## config.mk

```make
export PLATFORM = sky130hd
export DESIGN_NAME = mem_port_arbiter_flat
export DESIGN_NICKNAME = d
export VERILOG_FILES = /design/src/rtl/mem_port_arbiter_if.sv /design/src/rtl/mem_port_arbiter.sv /design/src/flat_wrapper.sv
export SDC_FILE = /design/constraint.sdc
export NUM_CORES = 1
export LEC_CHECK = 0
export ABC_AREA = 1
export CAP_MARGIN = 20
export CELL_PAD_IN_SITES_DETAIL_PLACEMENT = 0
export CELL_PAD_IN_SITES_GLOBAL_PLACEMENT = 1
export CORE_MARGIN = 4
export CORE_UTILIZATION = 41
export DETAILED_ROUTE_END_ITERATION = 8
export DONT_BUFFER_PORTS = 1
export HOLD_SLACK_MARGIN = 0.05
export PLACE_DENSITY = 0.76
export SYNTH_ARGS = -nofsm -noshare
export SYNTH_HDL_FRONTEND = slang
export SYNTH_SLANG_ARGS = --single-unit
```

## constraint.sdc

```tcl
create_clock -name clk -period 2.1 [get_ports clk]
set_input_delay 0.42 -clock clk [delete_from_list [all_inputs] [get_ports clk]]
set_output_delay 0.42 -clock clk [all_outputs]
set_load 0.01 [all_outputs]
```

## src/rtl/mem_port_arbiter_if.sv

```systemverilog
// ---------------------------------------------------------------------------
// mem_port_arbiter_if
//   Bundles the three buses that meet at the unified-memory arbiter:
//   the core memory port, the program loader/debug port, and the
//   single-ported memory itself.
//
//   Modports:
//     slave  - the arbiter: takes requests and mem_rdata, and drives acks,
//              rdata, stall and the memory strobe/address/data.
//     master - the environment: the core, the loader and the memory.
//
//   Parameters: AW address width, DW data width.
// ---------------------------------------------------------------------------
interface mem_port_arbiter_if #(
   parameter int AW = 32,
   parameter int DW = 32
) ();

   // core port
   logic          core_req;
   logic          core_we;
   logic [AW-1:0] core_addr;
   logic [DW-1:0] core_wdata;
   logic [DW-1:0] core_rdata;
   logic          core_ack;
   logic          core_stall;

   // loader / debug port
   logic          ldr_req;
   logic          ldr_we;
   logic          ldr_lock;
   logic [AW-1:0] ldr_addr;
   logic [DW-1:0] ldr_wdata;
   logic [DW-1:0] ldr_rdata;
   logic          ldr_ack;

   // memory port
   logic          mem_en;
   logic          mem_we;
   logic [AW-1:0] mem_addr;
   logic [DW-1:0] mem_wdata;
   logic [DW-1:0] mem_rdata;

   modport slave (
      input  core_req, core_we, core_addr, core_wdata,
      input  ldr_req, ldr_we, ldr_lock, ldr_addr, ldr_wdata,
      input  mem_rdata,
      output core_rdata, core_ack, core_stall,
      output ldr_rdata, ldr_ack,
      output mem_en, mem_we, mem_addr, mem_wdata
   );

   modport master (
      output core_req, core_we, core_addr, core_wdata,
      output ldr_req, ldr_we, ldr_lock, ldr_addr, ldr_wdata,
      output mem_rdata,
      input  core_rdata, core_ack, core_stall,
      input  ldr_rdata, ldr_ack,
      input  mem_en, mem_we, mem_addr, mem_wdata
   );

endinterface : mem_port_arbiter_if

```

## src/rtl/mem_port_arbiter.sv

```systemverilog
// ---------------------------------------------------------------------------
// mem_port_arbiter
//   Shares the single-ported instruction/data memory between the core's
//   memory port and the program loader/debug port. Each access runs the
//   fixed sequence IDLE -> ISSUE -> WAIT (MEM_LAT cycles) -> RESP -> IDLE.
//   The core is held stalled until its access acknowledges.
//
//   Parameters:
//     AW, DW     address / data width (passed through, no decoding)
//     MEM_LAT    cycles from the mem_en cycle to valid mem_rdata (>= 1)
//     MAX_GRANT  consecutive loader grants allowed while the core waits (>= 1)
//
//   Ports:
//     clk    clock, rising edge
//     rst_n  asynchronous active-low reset
//     bus    slave side of mem_port_arbiter_if (core, loader, memory buses)
// ---------------------------------------------------------------------------
module mem_port_arbiter #(
   parameter int AW        = 32,
   parameter int DW        = 32,
   parameter int MEM_LAT   = 1,
   parameter int MAX_GRANT = 8
) (
   input  logic                clk,
   input  logic                rst_n,
   mem_port_arbiter_if.slave   bus
);

   localparam int SW = $clog2(MAX_GRANT + 1);
   localparam int CW = $clog2(MEM_LAT + 1);
   localparam logic [SW-1:0] STREAK_MAX = SW'(MAX_GRANT);
   localparam logic [CW-1:0] LAT_LOAD   = CW'(MEM_LAT);

   typedef enum logic [1:0] {
      S_IDLE,
      S_ISSUE,
      S_WAIT,
      S_RESP
   } state_t;

   typedef enum logic {
      OWN_CORE,
      OWN_LDR
   } owner_t;

   state_t        state;
   owner_t        owner;
   logic [SW-1:0] streak;
   logic [CW-1:0] wait_cnt;
   logic          we_q;

   logic          mem_en_q;
   logic          mem_we_q;
   logic [AW-1:0] mem_addr_q;
   logic [DW-1:0] mem_wdata_q;
   logic [DW-1:0] core_rdata_q;
   logic [DW-1:0] ldr_rdata_q;
   logic          core_ack_q;
   logic          ldr_ack_q;

   // Grant decision, only meaningful in IDLE. The loader wins contention
   // while it is locked or has not yet used up its streak; the core is
   // never granted while the loader holds the lock.
   logic ldr_grant;
   logic core_grant;

   assign ldr_grant  = bus.ldr_req &
                       (~bus.core_req | bus.ldr_lock | (streak < STREAK_MAX));
   assign core_grant = bus.core_req & ~bus.ldr_lock & ~ldr_grant;

   // The stall must fall in the ack cycle itself, so it is combinational.
   assign bus.core_stall = bus.core_req & ~core_ack_q;

   assign bus.core_ack   = core_ack_q;
   assign bus.ldr_ack    = ldr_ack_q;
   assign bus.core_rdata = core_rdata_q;
   assign bus.ldr_rdata  = ldr_rdata_q;
   assign bus.mem_en     = mem_en_q;
   assign bus.mem_we     = mem_we_q;
   assign bus.mem_addr   = mem_addr_q;
   assign bus.mem_wdata  = mem_wdata_q;

   // NOTE: all state lives in this one clocked block and uses non-blocking
   // assignments, so every register sees pre-edge values of the others.
   always_ff @(posedge clk or negedge rst_n) begin
      if (!rst_n) begin
         state        <= S_IDLE;
         owner        <= OWN_CORE;
         streak       <= '0;
         wait_cnt     <= '0;
         we_q         <= 1'b0;
         mem_en_q     <= 1'b0;
         mem_we_q     <= 1'b0;
         mem_addr_q   <= '0;
         mem_wdata_q  <= '0;
         core_rdata_q <= '0;
         ldr_rdata_q  <= '0;
         core_ack_q   <= 1'b0;
         ldr_ack_q    <= 1'b0;
      end else begin
         case (state)
            S_IDLE: begin
               // Streak counts loader grants that made a waiting core wait.
               if (!bus.core_req || core_grant) begin
                  streak <= '0;
               end else if (ldr_grant && streak != STREAK_MAX) begin
                  streak <= streak + SW'(1);
               end

               if (ldr_grant) begin
                  owner       <= OWN_LDR;
                  we_q        <= bus.ldr_we;
                  mem_addr_q  <= bus.ldr_addr;
                  mem_wdata_q <= bus.ldr_wdata;
                  mem_we_q    <= bus.ldr_we;
                  mem_en_q    <= 1'b1;
                  state       <= S_ISSUE;
               end else if (core_grant) begin
                  owner       <= OWN_CORE;
                  we_q        <= bus.core_we;
                  mem_addr_q  <= bus.core_addr;
                  mem_wdata_q <= bus.core_wdata;
                  mem_we_q    <= bus.core_we;
                  mem_en_q    <= 1'b1;
                  state       <= S_ISSUE;
               end
            end

            S_ISSUE: begin
               // Address/data registers keep the latched values after the strobe.
               mem_en_q <= 1'b0;
               mem_we_q <= 1'b0;
               wait_cnt <= LAT_LOAD;
               state    <= S_WAIT;
            end

            S_WAIT: begin
               wait_cnt <= wait_cnt - CW'(1);
               if (wait_cnt == CW'(1)) begin
                  if (!we_q) begin
                     if (owner == OWN_LDR) ldr_rdata_q  <= bus.mem_rdata;
                     else                  core_rdata_q <= bus.mem_rdata;
                  end
                  if (owner == OWN_LDR) ldr_ack_q  <= 1'b1;
                  else                  core_ack_q <= 1'b1;
                  state <= S_RESP;
               end
            end

            S_RESP: begin
               core_ack_q <= 1'b0;
               ldr_ack_q  <= 1'b0;
               state      <= S_IDLE;
            end

            default: state <= S_IDLE;
         endcase
      end
   end

endmodule : mem_port_arbiter

```

## src/flat_wrapper.sv

```systemverilog
// flat-port wrapper written by rule: the top's interface ports become plain ports
module mem_port_arbiter_flat 
#(
   parameter int AW        = 32,
   parameter int DW        = 32,
   parameter int MEM_LAT   = 1,
   parameter int MAX_GRANT = 8
)
  (clk, rst_n, bus_core_req, bus_core_we, bus_core_addr, bus_core_wdata, bus_ldr_req, bus_ldr_we, bus_ldr_lock, bus_ldr_addr, bus_ldr_wdata, bus_mem_rdata, bus_core_rdata, bus_core_ack, bus_core_stall, bus_ldr_rdata, bus_ldr_ack, bus_mem_en, bus_mem_we, bus_mem_addr, bus_mem_wdata);
  mem_port_arbiter_if #(.AW(AW), .DW(DW)) bus_i ();
  input  logic clk;
  input  logic rst_n;
  input wire logic [$bits(bus_i.core_req)-1:0] bus_core_req;
  input wire logic [$bits(bus_i.core_we)-1:0] bus_core_we;
  input wire logic [$bits(bus_i.core_addr)-1:0] bus_core_addr;
  input wire logic [$bits(bus_i.core_wdata)-1:0] bus_core_wdata;
  input wire logic [$bits(bus_i.ldr_req)-1:0] bus_ldr_req;
  input wire logic [$bits(bus_i.ldr_we)-1:0] bus_ldr_we;
  input wire logic [$bits(bus_i.ldr_lock)-1:0] bus_ldr_lock;
  input wire logic [$bits(bus_i.ldr_addr)-1:0] bus_ldr_addr;
  input wire logic [$bits(bus_i.ldr_wdata)-1:0] bus_ldr_wdata;
  input wire logic [$bits(bus_i.mem_rdata)-1:0] bus_mem_rdata;
  output wire logic [$bits(bus_i.core_rdata)-1:0] bus_core_rdata;
  output wire logic [$bits(bus_i.core_ack)-1:0] bus_core_ack;
  output wire logic [$bits(bus_i.core_stall)-1:0] bus_core_stall;
  output wire logic [$bits(bus_i.ldr_rdata)-1:0] bus_ldr_rdata;
  output wire logic [$bits(bus_i.ldr_ack)-1:0] bus_ldr_ack;
  output wire logic [$bits(bus_i.mem_en)-1:0] bus_mem_en;
  output wire logic [$bits(bus_i.mem_we)-1:0] bus_mem_we;
  output wire logic [$bits(bus_i.mem_addr)-1:0] bus_mem_addr;
  output wire logic [$bits(bus_i.mem_wdata)-1:0] bus_mem_wdata;
  assign bus_i.core_req = bus_core_req;
  assign bus_i.core_we = bus_core_we;
  assign bus_i.core_addr = bus_core_addr;
  assign bus_i.core_wdata = bus_core_wdata;
  assign bus_i.ldr_req = bus_ldr_req;
  assign bus_i.ldr_we = bus_ldr_we;
  assign bus_i.ldr_lock = bus_ldr_lock;
  assign bus_i.ldr_addr = bus_ldr_addr;
  assign bus_i.ldr_wdata = bus_ldr_wdata;
  assign bus_i.mem_rdata = bus_mem_rdata;
  assign bus_core_rdata = bus_i.core_rdata;
  assign bus_core_ack = bus_i.core_ack;
  assign bus_core_stall = bus_i.core_stall;
  assign bus_ldr_rdata = bus_i.ldr_rdata;
  assign bus_ldr_ack = bus_i.ldr_ack;
  assign bus_mem_en = bus_i.mem_en;
  assign bus_mem_we = bus_i.mem_we;
  assign bus_mem_addr = bus_i.mem_addr;
  assign bus_mem_wdata = bus_i.mem_wdata;
  mem_port_arbiter #(.AW(AW), .DW(DW), .MEM_LAT(MEM_LAT), .MAX_GRANT(MAX_GRANT)) u_core (.clk(clk), .rst_n(rst_n), .bus(bus_i));
endmodule
```

==> Word level (Yosys, flattened, before mapping) <==
Index checks and enable logic that the tools add are counted.
{ "op_classes": {"n_lt_le_gt_ge": 1, "bitwise_logic": 12, "mux": 25, "addsub": 2, "reduce_logical": 17, "eq_ne": 8} }
{ "ops": {"columns": ["operator", "n"], "rows": [
  ["$mux 32", 4],
  ["$mux 1", 10],
  ["$pmux 1 s2", 5],
  ["$reduce_bool 2->1", 5],
  ["$mux 4", 2],
  ["$pmux 2 s4", 1],
  ["$reduce_and 2->1", 4],
  ["$reduce_and 4->1", 2],
  ["$mux 2", 3],
  ["$not 1->1", 6],
  ["$reduce_and 3->1", 2],
  ["$add 4x1->4 const B", 1],
  ["$and 1x1->1", 4],
  ["$eq 2x2->1 const B", 2],
  ["$lt 4x4->1 const B", 1],
  ["$ne 2x1->1 const B", 2],
  ["$ne 4x4->1 const B", 1],
  ["$ne 3x1->1 const B", 1],
  ["$eq 2x1->1 const B", 1],
  ["$logic_not 2->1", 1],
  ["$ne 2x2->1 const B", 1],
  ["$or 1x1->1", 2],
  ["$logic_and 1x1->1", 1],
  ["$logic_not 1->1", 1],
  ["other kinds (2)", 2]
]} }
{ "word_totals": {"ff_bits": 141, "output_inout_bits": 133} }

==> Logic depth before layout (Yosys ltp) <==
{ "depth": {"depth_word": 9, "mapped_depth": 9} }

==> Worst setup path before layout <==
Ideal clock, no wire load.
{ "synth_timing": {"path_type": "flip-flop to flip-flop", "startpoint": "reg u_core.state[0]", "endpoint": "reg u_core.mem_wdata_q[10], in the netlist u_core.bus.mem_wdata[10]", "t_arrival_ps": 1370, "setup_ps": 124, "synth_period_minus_slack_ps": 1494, "setup_slack_ps": 606, "n_path_buf": 3, "stages_incl_launch_ff": 9, "cell_sequence": "dfrtp_1 inv_1 ha_1 clkbuf_2 o21ai_4 buf_4 buf_2 a21oi_1 a21oi_1"} }
{ "synth_between": {"elab_chain_len": 2} }
{ "synth_lines": {"columns": ["element", "line", "rtl"], "rows": [
  ["start: declaration", "mem_port_arbiter.sv:46", "state_t state;"],
  ["start signal: assignment", "mem_port_arbiter.sv:87", "state <= S_IDLE;"],
  ["start signal: assignment", "mem_port_arbiter.sv:117", "state <= S_ISSUE;"],
  ["start signal: assignment", "mem_port_arbiter.sv:125", "state <= S_ISSUE;"],
  ["$logic_not 2->1", "mem_port_arbiter.sv:101", "case (state)"],
  ["$reduce_and 2->1 (no source line)", null, null],
  ["end signal: assignment", "mem_port_arbiter.sv:114", "mem_wdata_q <= bus.ldr_wdata;"],
  ["end signal: assignment", "mem_port_arbiter.sv:122", "mem_wdata_q <= bus.core_wdata;"],
  ["end: declaration", "mem_port_arbiter.sv:55", "logic [DW-1:0] mem_wdata_q;"]
]} }
No other way between the ends.
A chain may end at the register's enable or synchronous reset.

==> Worst setup path in the final report <==
{ "layout_timing": {"startpoint": "reg u_core.state[0]", "endpoint": "reg u_core.mem_wdata_q[26], in the netlist u_core.bus.mem_wdata[26]"} }
The elaborated chain is that of the path after synthesis.

==> run_results.csv <==
group,metric,value,unit
status,outcome,"finished with violations",
status,violations,"hold timing",
global_routing,antenna_found_initial,0,
critical_path,crit_top_cell,"a21oi_1",
die,die-height,129.4,microns
logic_synthesis,ys.flop_type,"dfrtp_1",
die,die_w,129.4,microns
drt,drc,0,
logic_synthesis,synth-seq-area-share,58.35,%
drt,wl_per_cell,18.49,microns
power_and_ir_drop,power.leakage,3.236,nW
drt,drtPass1Iterations,4,
critical_path,startpoint_type,"register",
die,start_util,41.76,%
drt,totalWireLength,16.09,mm
layout,layout-drive-gt1-share,7.289,%
sta,skew,11.12,ps
logic_synthesis,yosysWarnings,0,
drt,initialDrtViolationCount,334,
layout,diodes,0,
critical_path,crit_path_max_fanout,66,
clock_tree,cts_max_path_buffers,2,
clock_tree,clkLatencyLatePin,410,ps
logic_synthesis,synth-adder-area-share,1.448,%
clock_tree,cts_made_buffers,17,
run,maxCapViolCount,0,
logic_synthesis,synthXorXnorAreaFrac,0.1448,%
critical_path,critPathTopFamily,"buffers and inverters",
power_and_ir_drop,power_density,1687,mW/mm^2
die,rows,44,
logic_synthesis,yosys-top-cells-count,"153 x nand2_1, 141 x dfrtp_1, 129 x a21oi_1",
critical_path,crit_chain,"inv_1 > ha_1 > o21ai_4 > buf_4 > a21oi_1 > a21oi_1",
logic_synthesis,synth_compound_area_share,17.24,%
placed_design,port_buffers,0,
critical_path,end_kind,"register",
sta,tightest_slew,731.4,ps
placed_design,gp_congestion,0.7620,
clock_tree,cts_tree,"done",
sta,fin_hold_ws,-292.8,ps
die,ios,300,
clock_tree,cts_resized,0,
global_routing,grt_pass1_wl,24.05,mm
sta,fin_crit,1918,ps
logic_synthesis,synth_top_area_cell,"dfrtp_1",
die,core_area,0.01448,sq mm
clock_tree,cts_root_buf,"clkbuf_16",
sta,grt_setup_unrepaired,"false",
clock_tree,numClockSinks,141,
layout,area_growth,12.33,%
sta,hold_viol,141,
placed_design,dp.cells,838,
logic_synthesis,yosysMostFrequentCell,"nand2_1",
logic_synthesis,synth_area_leaders,"dfrtp_1 58%, a21oi_1 11%, nand2_1 9.5%",
logic_synthesis,synthSimpleGateAreaFrac,15.83,%
critical_path,critPathKind,"reg -> reg",
global_routing,grt-ovfl-total,0,
logic_synthesis,synth-async-reset-ratio,100.0,%
drt,num_vias,4656,
placed_design,place_ws,177.5,ps
logic_synthesis,synth_top_family_by_area,"compound AO/OA/AOI/OAI gates",
layout,nFillCells,1393,
critical_path,crit_slowest_cell,"buf_4",
sta,finalSetupViolCount,0,
power_and_ir_drop,vdd_drop_max,0.7271,mV
sta,drv_slew,0,
die,die_area,0.01676,sq mm
sta,clock.fmax,521.3,MHz
sta,slew_headroom,51.24,%
layout,layout.nets,847,
critical_path,critPathMaxStageDelay,560,ps
logic_synthesis,synthCells,686,
logic_synthesis,synth.avg_cell_area,8.815,sq um
global_routing,grt_max_degree,142,
layout,final_cells,870,
critical_path,cp.arrival,2240,ps
placed_design,place_hpwl,11.45,mm
logic_synthesis,synthesis.area,0.006047,sq mm
logic_synthesis,synth_edf_count,0,
global_routing,grt_pass1_vias,4559,
logic_synthesis,yosysTopAreaCellShare,58.35,%
sta,setup_tns,0,ps
worst_hold_path,hold_path_class,"in -> async",
logic_synthesis,ys_seq_elements,141,
critical_path,required,2430,ps
logic_synthesis,synth.mux.area_fraction,0,%
drt,vias_per_cell,5.352,
sta,worst_slack,181.6,ps
clock_tree,clkTransAtPathRegs,60,ps
global_routing,grt_usage,18.20,%
logic_synthesis,syn_nets,860,
sta,fin_crit_sh,91.35,%
clock_tree,cts-htree-levels,4,
logic_synthesis,synth_cell_types,25,
critical_path,crit_buf_inv,2,
drt,ant_nets,0,
-- state kept, by name, summed over array words and instances, names as in the netlist --
name,count
u_core.bus.core_rdata,32
u_core.bus.ldr_rdata,32
u_core.bus.mem_addr,32
u_core.bus.mem_wdata,32
u_core.streak,4
u_core.state,2
u_core.bus.core_ack,1
u_core.bus.ldr_ack,1
u_core.bus.mem_en,1
u_core.bus.mem_we,1
u_core.owner,1
u_core.wait_cnt,1
u_core.we_q,1
-- layout by cell type, fill, tap and decap left out, drive strengths merged --
| master | synthesis | layout |
|---|---|---|
| clkinv | 0 | 3 |
| nand4 | 7 | 7 |
| o211ai | 2 | 2 |
| o21ai | 74 | 74 |
| buf | 27 | 9 |
| nand3b | 1 | 1 |
| nand2 | 154 | 154 |
| dfrtp | 141 | 141 |
| nor2 | 70 | 70 |
| ha | 7 | 7 |
| xor2 | 1 | 1 |
| nand3 | 6 | 6 |
| clkbuf | 14 | 19 |
| bufinv | 0 | 3 |
| or2 | 1 | 1 |
| clkinvlp | 0 | 5 |
| inv | 51 | 53 |
| and2 | 1 | 1 |
| a21oi | 129 | 129 |
-- layer usage --
layer / part of all wire (%) / routed length, microns / track usage, %
met5: 0 / 0 / 0
met4: 1.0 / 163 / 5.318
met2: 49 / 7839 / 30.40
met3: 12 / 2006 / 8.244
met1: 38 / 6078 / 21.25
-- power by group --
group	switching, mW	total [mW]	internal [mW]
Clock	1.16	3.09	1.94
Sequential	1.72	5.81	4.09
Combinational	1.53	2.56	1.03
-- cell families (layout without fill, tap and decap cells) --
family,Yosys count,count (layout)
simple gates,240,240
compound gates,205,205
xor+xnor,1,1
buf+inv,92,92
flops,141,141
fa+ha+maj,7,7
-- layout make-up --
type / count / area, sq um / area share, %
flip-flops and latches: 141 / 3528 / 51.94
multi-input cells: 453 / 2096 / 30.85
clock buffers: 19 / 452.9 / 6.668
well taps: 184 / 230.2 / 3.389
inverters: 51 / 191.4 / 2.818
clock inverters: 13 / 163.9 / 2.413
repair buffers: 9 / 130.1 / 1.916
-- timing repair --
action	4_1_cts	5_1_grt
endpoints found under the setup margin	0	0
endpoints found under the hold margin	141	141
setup buffers	0	0
-- worst paths after layout --
check	startpoint	end	slack [ps]	cells past startpoint
worst max-delay path	u_core.state[0]	u_core.bus.mem_wdata[26]	180	6
worst min-delay path	rst_n	u_core.bus.ldr_rdata[10]	-290	0
worst max register to register	u_core.state[0]	u_core.bus.mem_wdata[26]	180	6
worst min register to register	u_core.bus.core_rdata[29]	u_core.bus.core_rdata[29]	560	2
max in group asynchronous	rst_n	u_core.state[0]	2220	0
min in group clk	bus_ldr_wdata[7]	u_core.bus.mem_wdata[7]	150	2
-- through the flow --
step / area, sq um / util, % / power, mW
finish: 6793 / 46.92 / 11.46
global route: 6793 / 46.92 / 12.30
CTS: 6793 / 46.92 / 11.62
detailed placement: 6176 / 42.65 / 8.484
global placement: 6176 / 42.65 / 8.319
floorplan: 6047 / - / 7.537
Power figures use the tool's default switching activity.
